$ cat src/rtl/dram_refresh_arbiter.sv
// dram_refresh_arbiter: shares the fast-RAM array between CPU cycles and CBR refresh with deferred, debt-bounded refresh
module dram_refresh_arbiter #(
  parameter int REFRESH_INTERVAL = 156,
  parameter int MAX_DEBT         = 4,
  parameter int RAS_HOLD         = 2
) (
  input  logic       CLKCPU,
  input  logic       RESET,
  input  logic       CPU_REQ,
  output logic       CPU_GNT,
  output logic       REF_RAS,
  output logic       REF_CAS,
  output logic       REF_ACTIVE,
  output logic [2:0] DEBT,
  output logic       OVERRUN
);
  typedef enum logic [2:0] {IDLE, CPU, PRECHARGE, CBR_CAS, CBR_RAS, CBR_REL} state_t;
  localparam logic [11:0] LAST      = 12'(REFRESH_INTERVAL - 1);
  localparam logic [2:0]  MAXD      = 3'(MAX_DEBT);
  localparam logic [1:0]  HOLD_LAST = 2'(RAS_HOLD - 1);
  state_t      state_q, state_d;
  logic [11:0] cnt_q, cnt_d;
  logic [1:0]  hold_q, hold_d;
  logic [2:0]  debt_q, debt_d;
  logic        gnt_q, gnt_d, ras_q, ras_d, cas_q, cas_d, act_q, act_d, ovr_q, ovr_d;
  logic        tick, done;
  assign tick = cnt_q == LAST;
  assign done = state_q == CBR_REL;
  // interval timer and refresh debt; a tick coinciding with a completion cancels out
  always_comb begin
    cnt_d  = tick ? '0 : cnt_q + 12'd1;
    debt_d = debt_q;
    ovr_d  = ovr_q;
    if (tick && !done) begin
      if (debt_q == MAXD) ovr_d = 1'b1;
      else debt_d = debt_q + 3'd1;
    end else if (done && !tick) begin
      debt_d = debt_q - 3'd1;
    end
  end
  // arbitration FSM; strobe and grant values are computed for the state being entered
  always_comb begin
    state_d = state_q;
    hold_d  = hold_q;
    gnt_d   = gnt_q;
    ras_d   = ras_q;
    cas_d   = cas_q;
    act_d   = act_q;
    case (state_q)
      IDLE: begin
        if (debt_q == MAXD || (!CPU_REQ && debt_q != 3'd0)) begin
          state_d = CBR_CAS;
          cas_d   = 1'b0;
          act_d   = 1'b1;
        end else if (CPU_REQ) begin
          state_d = CPU;
          gnt_d   = 1'b1;
        end
      end
      CPU: begin
        if (!CPU_REQ) begin
          state_d = PRECHARGE;
          gnt_d   = 1'b0;
        end
      end
      PRECHARGE: state_d = IDLE;
      CBR_CAS: begin
        state_d = CBR_RAS;
        ras_d   = 1'b0;
        hold_d  = '0;
      end
      CBR_RAS: begin
        if (hold_q == HOLD_LAST) begin
          state_d = CBR_REL;
          ras_d   = 1'b1;
          cas_d   = 1'b1;
        end else begin
          hold_d = hold_q + 2'd1;
        end
      end
      CBR_REL: begin
        state_d = PRECHARGE;
        act_d   = 1'b0;
      end
      default: state_d = IDLE;
    endcase
  end
  // state and output registers; reset releases the strobes without waiting for a clock
  always_ff @(posedge CLKCPU or negedge RESET) begin
    if (!RESET) begin
      state_q <= IDLE;
      cnt_q   <= '0;
      hold_q  <= '0;
      debt_q  <= '0;
      gnt_q   <= 1'b0;
      ras_q   <= 1'b1;
      cas_q   <= 1'b1;
      act_q   <= 1'b0;
      ovr_q   <= 1'b0;
    end else begin
      state_q <= state_d;
      cnt_q   <= cnt_d;
      hold_q  <= hold_d;
      debt_q  <= debt_d;
      gnt_q   <= gnt_d;
      ras_q   <= ras_d;
      cas_q   <= cas_d;
      act_q   <= act_d;
      ovr_q   <= ovr_d;
    end
  end
  assign CPU_GNT    = gnt_q;
  assign REF_RAS    = ras_q;
  assign REF_CAS    = cas_q;
  assign REF_ACTIVE = act_q;
  assign DEBT       = debt_q;
  assign OVERRUN    = ovr_q;
endmodule
$ cat config.mk
export PLATFORM = sky130hd
export DESIGN_NAME = dram_refresh_arbiter
export DESIGN_NICKNAME = d
export VERILOG_FILES = /design/src/rtl/dram_refresh_arbiter.sv
export SDC_FILE = /design/constraint.sdc
export NUM_CORES = 1
export LEC_CHECK = 0
export BUFFER_PORTS_ARGS = -buffer_cell sky130_fd_sc_hd__buf_2
export CORE_MARGIN = 4
export CORE_UTILIZATION = 50
export DETAILED_ROUTE_END_ITERATION = 16
export GPL_ROUTABILITY_DRIVEN = 0
export PLACE_DENSITY = 0.69
export SETUP_SLACK_MARGIN = 0.02
export SLEW_MARGIN = 20
export SYNTH_ARGS = -nofsm -noshare
export SYNTH_HDL_FRONTEND = slang
export SYNTH_SLANG_ARGS = --single-unit
$ cat constraint.sdc
create_clock -name CLKCPU -period 3.1 [get_ports CLKCPU]
set_input_delay 0.155 -clock CLKCPU [delete_from_list [all_inputs] [get_ports CLKCPU]]
set_output_delay 0.155 -clock CLKCPU [all_outputs]
set_load 0.05 [all_outputs]
Word level (Yosys, flattened, before mapping)
Cells that the tools add are included.
Widths: inputs -> output; s select.
- reduce and logical (&&, ||, !) cells: 22
- equality and inequality tests: 15
- muxes and demuxes: 21
- add/subtract/negate cells: 4
- operators by type and width (kind ; number):
    $mux 3 ; 7
    $pmux 3 s5 ; 1
    $ne 2x2->1 const B ; 7
    $add 12x1->12 const B ; 1
    $eq 12x8->1 const B ; 1
    $mux 12 ; 1
    $reduce_and 2->1 ; 5
    $reduce_bool 2->1 ; 5
    $eq 3x3->1 const B ; 3
    $pmux 1 s2 ; 4
    $mux 1 ; 6
    $reduce_and 3->1 ; 2
    $pmux 2 s2 ; 1
    $reduce_and 4->1 ; 1
    $add 3x1->3 const B ; 1
    $eq 3x1->1 const B ; 1
    $eq 3x2->1 const B ; 1
    $logic_and 1x1->1 ; 3
    $logic_not 1->1 ; 3
    $logic_not 3->1 ; 1
    $ne 3x3->1 const B ; 1
    $reduce_bool 3->1 ; 1
    $sub 3x1->3 const B ; 1
    $add 2x1->2 const B ; 1
    3 further kinds ; 3
- output and inout port bits: 8
- logic and storage cells: 71
- flip-flop bits (word level): 25

Depth between registers and ports, before layout
- depth in word-level cells: 5
- mapped depth: 10
- depth with buffers taken out: 9

Least setup slack after synthesis
OpenSTA, ideal clock, no wires.
- path kind: register to register
- from: register cnt_q[9]
- to: register debt_q[2] (netlist: DEBT[2])
- cell stages (with the launch flop): 10
- path buffers: 1
- data required time: 2.960 ns
- slack: 0.711 ns
- clock period less this slack: 2.389 ns
- arrival time: 2.250 ns
- setup time: 0.140 ns
- cells stage by stage: dfrtp_1 > or4_4 > nor3_2 > buf_6 > nand2_2 > xnor2_1 > ha_1 > or3_1 > mux2i_1 > a2bb2oi_2
- word-level cells in the longest chain between the ends: 5
- elaborated cells on any way between the ends: 8
- those cells by class: eq/ne: 2; mux: 1; reduce/logical: 5
- ends and longest elaborated chain (element ; RTL line ; RTL):
    from (decl) ; 22 ; logic [11:0] cnt_q, cnt_d;
    from (signal assigned) ; 102 ; cnt_q <= cnt_d;
    $eq 12x8->1 (*) ; 27 ; assign tick = cnt_q == LAST;
    $logic_not 1->1 ; 37 ; end else if (done && !tick) begin
    $logic_and 1x1->1 ; 37 ;
    $reduce_bool 2->1 (no source line) ; n/a ;
    $reduce_and 2->1 (no source line) ; n/a ;
    to (signal assigned) ; 104 ; debt_q <= debt_d;
    to (decl) ; 24 ; logic [2:0] debt_q, debt_d;
Every way passes the cells marked *; elsewhere a longest branch is shown, timed or not.
A chain may end at the register's enable or synchronous reset.

Final worst setup path
Ends and elaborated chain as after synthesis.

==> results.txt <==
- The number of antenna violations at the first check in global routing came to 0.
* Die Area: 3520 um^2
- The longest clock path from root to sink contains 2 buffers.
- In this run the static leakage power is 0.000653 uW.
* Unrepaired setup endpoints after global routing: no
* DR WL met2: 1.13 mm
- The worst setup path is launched from a flip-flop.
* Starting density of the core: 0.528
- For this run, the number of Yosys warnings is 0.
- Hpwl dp: 1.68 mm
* Post-synth EDFFs: 0
- TritonCTS built the clock tree.
- Io pins: 11
- Number of placement rows: 18
- Post-CTS timing repair inserted 0 buffers for setup.
- Slew headroom: 0.635
- For this run, the share of the core covered by cells in the final layout is 0.568.
* Overflow left after global routing: 0
- After floorplanning, the core was sized to cover 2500 um^2.
- Power spread over the standard cell area amounts to 796 nW/um^2.
* Wire length of the first global-routing pass: 4.24 mm
- At the pin with the least slew margin, the transition time is 0.548 ns.
* Layout net count: 148
* Top library cells by usage in the layout, fill and taps aside: sky130_fd_sc_hd__dfrtp_1, sky130_fd_sc_hd__nand2_1, sky130_fd_sc_hd__nor2_1, sky130_fd_sc_hd__buf_2
- From synthesis to final layout, the design area changed by 7.68%.
- At the later pin of the worst-skew pair, clock insertion delay measures 0.31 ns.
- Length of the first detailed-routing pass in iterations: 4
* Final worst clock skew: 0.000728 ns
- Setup-failing EPs final: 0
- Largest fanout on the critical path: 4
- Max-cap check violation count: 0
* Register clock-pin slew on the reported worst setup and hold paths: 0.13 ns
* Share of the yosys chip area belonging to registers: 0.476
* Worst setup timing slack at the placement stage: 0.697 ns
* Outcome: completed
* Most common cell after layout, fill and taps aside: sky130_fd_sc_hd__dfrtp_1
* Setup tns final: 0 ns
- After synthesis the cells add up to 1320 um^2.
- Highest routed layer: met4
- The hold violation total from the final report is 0.
* Met3 wire length: 73 um
* Met1 routed wirelength after detailed routing: 1.14 mm
- #FFs+latches synth: 25
- Setup slack of the critical path after layout: 0.681 ns
- Of all flip-flops after synthesis, the portion carrying an async set or reset was 1.00.
* Final critical path time including I/O delays and setup: 2.42 ns
- For this design, the sink count on the clock tree is 25.
- Worst IR drop on VDD: 0.606 mV
* Clock Tree Root: sky130_fd_sc_hd__clkbuf_4
- STA puts the critical path data required time at 3.31 ns.
* Number of different library cells in the post-synthesis netlist: 39
* Ant diodes: 0
- In this run the tool buffered the top-level ports with 10 buffer cells.
* Count of instances resized after the clock tree is built: 0
- Synthesis produced a netlist whose cell count is 129.
- STA classifies the critical path endpoint as a flip-flop.
* Number of filler cells placed in the layout: 224
- The die is 59.4 um wide.
- Vias per std cell: 5.70
* Wire per inst: 13.8 um
* Vertical die dimension: 59.4 um
- CTS built an H-tree with a depth of 1.
- Count of pins over their slew limit: 0
* Vias after detailed routing: 974
- Number of nets with antenna violations after detailed routing: 0
- Arrival time worst endpoint: 2.63 ns
- Hold Crit Class: input port to flip-flop
- Of the cells placed in the final design, the portion with a size suffix greater than 1 is 0.177.
- Synthesized netlist net count: 135
- Drt total wl: 2.37 mm
- Setup CP Type: flip-flop to flip-flop
- For this run, the leading register cell type out of synthesis is sky130_fd_sc_hd__dfrtp_1.
- Entering global routing, the biggest net connects 26 pins.
- The first routing iteration left 64 violations.
- In the routed design, unresolved DRC markers number 0.
- Vias in the first global route: 948
- Num CTS Buffers: 3
* Mean Syn Cell Area: 10.2 um^2
* Fraction of the cycle the final worst path needs: 0.780
* All-layer global routing usage: 0.160
- Based on the critical path, the design can be clocked at up to 413 MHz.
per-stage QoR:
| step | hold WS [ns] | cell area (um^2) | cells | power, uW |
|---|---|---|---|---|
| finish | 0.101 | 1420 | 171 | 1130 |
| global route | 0.110 | 1420 | 171 | 1230 |
| CTS | 0.0937 | 1420 | 171 | 1140 |
| detailed placement | 0.183 | 1380 | 166 | 996 |
| global placement | 0.172 | 1380 | 166 | 978 |
| floorplan | -0.141 | 1320 | 129 | 893 |
power by group:
part | leakage (uW) | internal, uW | switching [uW] | total (uW)
sequential | 0.000308 | 400 | 119 | 519
combinational | 0.000330 | 159 | 308 | 467
clock | 0.0000150 | 50.2 | 94.3 | 144
layer usage:
metal | up-vias | global-route usage
li1 | 484 | -
met1 | 479 | 0.210
met2 | 9 | 0.259
met3 | 2 | 0.0261
met4 | 0 | 0.0680
met5 | - | 0
kinds of logic after synthesis:
logic type | Yosys count | share of synthesized area
flip-flops | 25 | 0.476
adder cells (fa/ha/maj) | 3 | 0.0285
AND/OR/NAND/NOR | 48 | 0.202
AO/OA/AOI/OAI | 25 | 0.133
multiplexers | 5 | 0.0380
buffers and inverters | 11 | 0.0427
XOR/XNOR | 12 | 0.0797
worst paths after layout:
| path | slack, ns | end | depth (start not counted) | from |
|---|---|---|---|---|
| max in group asynchronous | 2.39 | REF_RAS$_DFFE_PN1P_ | 2 | RESET |
| max reg2reg | 0.68 | DEBT[2]$_DFFE_PN0P_ | 8 | cnt_q[9]$_DFF_PN0_ |
| max | 0.68 | DEBT[2]$_DFFE_PN0P_ | 8 | cnt_q[9]$_DFF_PN0_ |
| min in group asynchronous | 0.34 | REF_ACTIVE$_DFFE_PN0P_ | 2 | RESET |
| min | 0.10 | CPU_GNT$_DFFE_PN0P_ | 3 | CPU_REQ |
| min reg2reg | 0.49 | cnt_q[11]$_DFF_PN0_ | 1 | cnt_q[11]$_DFF_PN0_ |
cells in the mapped netlist, drive strengths merged (4+ instances only):
cell type | count | share of area
or3 | 4 | 0.024
nand2 | 13 | 0.039
nand3 | 4 | 0.015
dfrtp | 23 | 0.44
nor2 | 12 | 0.034
o21ai | 8 | 0.030
mux2i | 5 | 0.038
xnor2 | 7 | 0.046
nand4 | 5 | 0.024
a21oi | 4 | 0.015
inv | 7 | 0.020
xor2 | 5 | 0.033
timing repair:
item                       CTS  global route
setup endpoints to repair    0             0
hold buffers                 1             0
hold endpoints to repair    23             0
state kept, by name, indices dropped and copies added, names as in the netlist:
register    cells
cnt_q          12
DEBT            3
state_q         3
REF_CAS         1
CPU_GNT         1
REF_RAS         1
hold_q          2
REF_ACTIVE      1
OVERRUN         1
critical path, stage by stage, from the launching register on:
cell,delay (ns)
sky130_fd_sc_hd__dfrtp_1,0.44
sky130_fd_sc_hd__or4_4,0.57
sky130_fd_sc_hd__nor3_2,0.25
sky130_fd_sc_hd__nand2_2,0.10
sky130_fd_sc_hd__xnor2_1,0.13
sky130_fd_sc_hd__ha_1,0.20
sky130_fd_sc_hd__or3_1,0.38
sky130_fd_sc_hd__mux2i_1,0.19
sky130_fd_sc_hd__a2bb2oi_2,0.07
layout make-up:
cell class / count / area (um^2) / share of cell area
clock buffers: 4 / 26.3 / 0.0185
inverters: 7 / 26.3 / 0.0185
multi-input cells: 93 / 634 / 0.447
flip-flops and latches: 25 / 628 / 0.442
well taps: 30 / 37.5 / 0.0264
repair buffers: 12 / 67.6 / 0.0476
Power figures use the tool's default switching activity.
